## config.mk

```make
export PLATFORM = sky130hd
export DESIGN_NAME = gcd_control_unit
export DESIGN_NICKNAME = d
export VERILOG_FILES = /design/src/rtl/gcd_control_unit.sv
export SDC_FILE = /design/constraint.sdc
export NUM_CORES = 1
export LEC_CHECK = 0
export ABC_AREA = 1
export CAP_MARGIN = 20
export CORE_UTILIZATION = 45
export CTS_CLUSTER_SIZE = 10
export DETAILED_ROUTE_END_ITERATION = 8
export PLACE_DENSITY_LB_ADDON = 0.2
export SETUP_SLACK_MARGIN = 0.1
export SLEW_MARGIN = 30
export SYNTH_ARGS = -nofsm -noshare
export SYNTH_HDL_FRONTEND = slang
export SYNTH_SLANG_ARGS = --single-unit
```

## constraint.sdc

```tcl
create_clock -name clk -period 2.85 [get_ports clk]
set_input_delay 0.7125 -clock clk [delete_from_list [all_inputs] [get_ports clk]]
set_output_delay 0.7125 -clock clk [all_outputs]
set_load 0.05 [all_outputs]
```

## src/rtl/gcd_control_unit.sv

```systemverilog
// Control FSM for the subtract/swap GCD datapath, with start and done valid/ready handshakes.
// Optional macro GCD_ITER_COUNT_EN adds the iter_count output (the iteration count, shown while done_valid=1).
module gcd_control_unit #(
  parameter int ITER_W   = 8,
  parameter int MAX_ITER = 200
) (
  input  logic              clk,
  input  logic              rst,
  input  logic              start_valid,
  output logic              start_ready,
  input  logic              ZEQ_Flag,
  input  logic              LEQ_Flag,
  output logic              SelectXY,
  output logic              loadXR,
  output logic              loadYR,
  output logic              subFlag,
  output logic              swapFlag,
  output logic              busy,
  output logic              done_valid,
  input  logic              done_ready,
  output logic              err,
`ifdef GCD_ITER_COUNT_EN
  output logic [ITER_W-1:0] iter_count,
`endif
  output logic [2:0]        dbgState
);

  // Handshakes: a transfer happens on a rising edge where valid and ready are both 1.
  // start_ready is 1 only in IDLE, and done_valid is 1 only in DONE. Both are Moore outputs.

  typedef enum logic [2:0] {
    IDLE    = 3'd0,
    LOAD    = 3'd1,
    COMPARE = 3'd2,
    SWAP    = 3'd3,
    SUB     = 3'd4,
    DONE    = 3'd5
  } state_e;

  localparam logic [ITER_W-1:0] MaxIter = ITER_W'(MAX_ITER);
  localparam logic [ITER_W-1:0] IterOne = ITER_W'(1);

  state_e            state, stateNext;
  logic [ITER_W-1:0] iter, iterNext;
  logic              errReg, errNext;

  always_ff @(posedge clk or negedge rst) begin
    if (!rst) begin
      state  <= IDLE;
      iter   <= '0;
      errReg <= 1'b0;
    end else begin
      state  <= stateNext;
      iter   <= iterNext;
      errReg <= errNext;
    end
  end

  always_comb begin
    stateNext   = state;
    iterNext    = iter;
    errNext     = errReg;
    start_ready = 1'b0;
    SelectXY    = 1'b0;
    loadXR      = 1'b0;
    loadYR      = 1'b0;
    subFlag     = 1'b0;
    swapFlag    = 1'b0;
    busy        = 1'b0;
    done_valid  = 1'b0;
    case (state)
      IDLE: begin
        start_ready = 1'b1;
        if (start_valid) stateNext = LOAD;
      end
      LOAD: begin
        busy      = 1'b1;
        SelectXY  = 1'b1;
        loadXR    = 1'b1;
        loadYR    = 1'b1;
        iterNext  = '0;
        errNext   = 1'b0;
        stateNext = COMPARE;
      end
      COMPARE: begin
        busy = 1'b1;
        // Equality wins over the limit check so a run that converges on its last
        // allowed iteration still reports success.
        if (ZEQ_Flag) begin
          errNext   = 1'b0;
          stateNext = DONE;
        end else if (iter == MaxIter) begin
          errNext   = 1'b1;
          stateNext = DONE;
        end else if (LEQ_Flag) begin
          stateNext = SWAP;
        end else begin
          stateNext = SUB;
        end
      end
      SWAP: begin
        busy      = 1'b1;
        swapFlag  = 1'b1;
        loadXR    = 1'b1;
        loadYR    = 1'b1;
        if (iter != MaxIter) iterNext = iter + IterOne;
        stateNext = COMPARE;
      end
      SUB: begin
        busy      = 1'b1;
        subFlag   = 1'b1;
        loadXR    = 1'b1;
        if (iter != MaxIter) iterNext = iter + IterOne;
        stateNext = COMPARE;
      end
      DONE: begin
        done_valid = 1'b1;
        if (done_ready) stateNext = IDLE;
      end
      default: stateNext = IDLE;
    endcase
  end

  assign err      = done_valid & errReg;
  assign dbgState = state;

`ifdef GCD_ITER_COUNT_EN
  assign iter_count = done_valid ? iter : '0;
`endif

endmodule

```

; After elaboration in Yosys (flattened, before gate mapping)
; Cells that the tools add are included.
; W data, S select, Z words.
[word_totals]
reg_bits = 12
inputBits = 6
output_inout_bits = 12
wordCells = 45
[classes]
addsub = 1
eq_ne = 11
muxes = 19
bitwise = 1
reduce_logical = 10
[op_table]
columns = cell, n
row1 = $pmux W8 S2, 1
row2 = $mux W3, 5
row3 = $pmux W3 S4, 1
row4 = $mux W1, 10
row5 = $add A8 B1 Y8 const B, 1
row6 = $eq A8 B8 Y1 const B, 1
row7 = $mux W8, 1
row8 = $ne A8 B8 Y1 const B, 1
row9 = $eq A3 B2 Y1 const B, 2
row10 = $eq A3 B3 Y1 const B, 2
row11 = $reduce_and A2 Y1, 3
row12 = $ne A2 B2 Y1 const B, 2
row13 = $reduce_bool A2 Y1, 2
row14 = $reduce_or A2 Y1, 2
row15 = $reduce_or A4 Y1, 1
row16 = $eq A3 B1 Y1 const B, 1
row17 = $logic_not A3 Y1, 1
row18 = $ne A3 B3 Y1 const B, 1
row19 = $reduce_or A3 Y1, 1
row20 = $ne A2 B1 Y1 const B, 1
row21 = $pmux W1 S2, 1
row22 = $and A1 B1 Y1, 1

; Logic depth before layout (Yosys ltp)
[logic_depth]
word_depth = 4
mapped_depth = 10
ltp_nobuf = 10

; Worst setup path before layout
; Ideal clock, no wire load.
[synth_path]
path_kind = reg2out
start = register state[2], in the netlist dbgState[2]
end = output port err
arrival_ns = 2.099
t_required_ns = 2.138
slack_ns = 0.038
stages_incl_launch_ff = 4
n_path_buf = 0
cell_sequence = dfrtp_1 > inv_1 > nor3_2 > and2_1
[synth_between]
elab_chain_len = 3
[synth_lines]
columns = item, line
row1 = "start, declared", 43  ; state_e state, stateNext;
row2 = "start signal, assigned", 53  ; state <= stateNext;
row3 = $eq A3 B3 Y1, 71  ; case (state)
row4 = $mux W1, 71
row5 = via done_valid, 19  ; output logic done_valid,
row6 = $and A1 B1 Y1, 124  ; assign err = done_valid & errReg;
row7 = "end, declared", 21  ; output logic err,
; The timed path passes the listed nets, and every way through them passes these cells.

; Worst setup path in the final report
[layout_path]
start = register state[1], in the netlist dbgState[1]
end = output port start_ready
[layout_between]
elab_chain_len = 2
[layout_lines]
columns = item, line
row1 = $logic_not A3 Y1, 71
row2 = $mux W1, 71
row3 = "end, declared", 10  ; output logic start_ready,
; No other way between the ends.

==> results.md <==
* Tmin final at between 2000 and 3000 ps
* Worst r2r src: iter[0]
* TNS Setup at 0 ps
* Synth Warn # at 0
* Final cell count without fillers at 161
* Logic pwr share at between 60% and 70%
* Post-layout util at 59.93%
* Design Power at 1.209 mW
* Reg2reg end: iter[1]
* Post-synth top area share at 36.59%
* Mapped Avg Cell Area at 6.956 µm²
* Cell internal pwr at 0.5045 mW
* Maximum VDD drop at around 0.83 mV
* Post-route ant nets at 0
* R2r setup slk at around 1400 ps
* Cell Area, Placed at 1007 µm²
* Final Hold Vio Count at 0
* WP data required at about 2100 ps
* Core area at 1727 µm²
* Clock Latency Late Sink at 280 ps
* Number of synthesized flops with an enable pin at 0
* Tot GR Track Use at 19.39%
* Post-synthesis cell type count at 21
* Die Wd at 44.71 µm
* Final setup viols at 0
* Final net count at 146
* IO Pins at 18
* CTS tree: yes
* Final std cell area, no fill at 1035 µm²
* Std cell rows at 15
* WL/cell at a little over 10 µm
* Sw frac at approximately 58%
* Count leader, synth: nand2_1
* Worst Setup Start Kind: flop
* Port Buffers at 17
* PD cells at 1168 nW/µm²
* Tightest Pin Transition at 585.4 ps
* Outcome: completed
* DRT Pass-1 Iters at 4
* Total nets after synthesis at 126
* Worst Path Arrival at 1900 ps
* Largest net degree at the start of global routing at 13
* Diode count at 0
* Depth of the worst hold-timing path at 2
* RePlAce Congestion at 0.8561
* Top cells by count, synth: 40 x nand2_1, 20 x inv_1, 12 x dfrtp_1, 12 x nand3_1, 6 x nor2_1
* Slew Viols, Final at 0
* Clock-pin slew on the worst setup and hold paths at 80 ps
* RSZ-0062 raised after global routing: false
* Layout cells sized above 1 at 11.76%
* Number of synthesized register bits at 12
* Vias per cell at between 4 and 5
* Worst Hold End: errReg
* Main synth FF type: dfrtp_1
* LEAKAGE at ~0.54 nW
* Global route overflow at 0
* Clock Sink Count at 12
* Clock share of power at 8.9%
* Post-cts gate resize count at 0
* Syn-to-layout area delta at 26.07%
* FFs w/ async S/R, synth at 100.0%
* Clock Tree Buf Depth at 2
* Reg2reg path depth at 8
* Max-slew headroom at about three fifths
* H-tree level count at 1
* Seq/Total Area, Yosys at 36.59%
* Pre-CTS WS at 454.1 ps
* Clk_skew at approximately 3.6 ps
* Layout fillers at 176
* Crit path kind: reg -> out
* Hold Startpoint: errReg
* Syn Std Cell Area at 820.8 µm²
* Post-CTS Setup Repair Bufs at 0
* Global-route wire length before repair at 2.725 mm
* Final Worst Setup Slack at roughly 240 ps
* Vias at 777
* Cts hold-fix bufs at 0
* Placed Cells at ~160
* Crit end category: output pin
* Synth area leader: dfrtp_1
* Final Cycle Share at 91.70%
* NetSw at ~0.70 mW
* CTS root buf: clkbuf_4
* Top cells by area, synth: dfrtp_1 37%, nand2_1 18%, inv_1 9.1%, nand3_1 7.3%, o21ai_2 4.3%
* HPWL after detailed placement at 1.278 mm
* Worst Hold Class: reg -> reg
* Iteration-0 DRC Markers at 21
* Drt drc at 0
* TritonCTS Buffers at 3
* Maxcap violations at 0
* Crit Path Max Fanout at 5
* Mapped Cells at 118
* Vias in the first global route at between 600 and 700
* Final WL at ~1.7 mm
* Hold WS at 512.8 ps
* Fmax at 382.7 MHz
* Seq pwr share at between 20% and 30%
* Initial antenna violation count at 0
* Starting Density at 47.54%
* Die Area at 1999 µm²
* Die H at 44.71 µm
==> worst max-delay path: stages (launching register included) <==
cell	delay, ps
dfrtp_1	450
nor2_1	170
nand2_1	100
inv_1	90
clkdlybuf4s50_1	810
==> flip-flops by register name, indices dropped and copies added, names as in the netlist <==
name and count:
iter 8, dbgState 3, errReg 1
==> kinds of logic after synthesis <==
group / count (synthesis) / synth area share, %
AOI/OAI and AO/OA: 11 / 8.534
xor gates and xnor gates: 2 / 2.135
adders and majority gates: 2 / 3.048
buffers and inverters: 23 / 11.89
DFF: 12 / 36.59
and+or+nand+nor: 68 / 37.81
==> placed cells by master, fill, tap and decap left out <==
master and count:
nand2_1 40, inv_1 20, clkdlybuf4s50_1 14, nand3_1 12, dfrtp_1 12, nor2_1 6
o21ai_0 5, o21ai_2 4, nand2_2 3, clkbuf_4 3, nand3_2 2, xor2_1 2
ha_1 2, dlymetal6s2s_1 2, inv_2 1, nor2_4 1, nor3_1 1, nor3_4 1
and2_1 1, a21oi_1 1, o21ai_1 1, nand4_1 1, buf_4 1
==> how the worst max path moves through the flow <==
stage                             end  slack [ps]         from  cells past startpoint
after floorplan                  busy         170  dbgState[0]                      6
after global placement            err         510  dbgState[2]                      4
after detailed placement          err         450  dbgState[2]                      4
after CTS                         err         140  dbgState[2]                      4
after global routing          subFlag         150  dbgState[1]                      4
final                     start_ready         240  dbgState[1]                      4
==> final cells by class <==
cell class	instances	area (µm²)	share of cell area, %
inverter	21	78.83	7.618
timing repair buffer	17	172.7	16.69
clock buffer	3	22.52	2.177
sequential	12	300.3	29.02
multi-input combinational	83	429.2	41.48
tap	25	31.28	3.023
==> per-layer routing <==
layer / GRT usage (%) / share of wire [%] / vias to the layer above
met5: 0 / 0 / -
met4: 9.697 / 2.0 / 0
met3: 6.000 / 4.9 / 2
met2: 27.94 / 45 / 19
met1: 26.26 / 48 / 356
li1: - / - / 400
==> power by group through the flow <==
stage          registers, mW  logic [mW]  clock network [mW]
6_report               0.261       0.840               0.108
5_1_grt                0.267       0.910               0.124
4_1_cts                0.262       0.850               0.113
3_5_place_dp           0.265       0.848                   0
3_3_place_gp           0.263       0.838                   0
2_1_floorplan          0.331       0.564                   0
No activity file was read; power rests on OpenSTA's default activity.
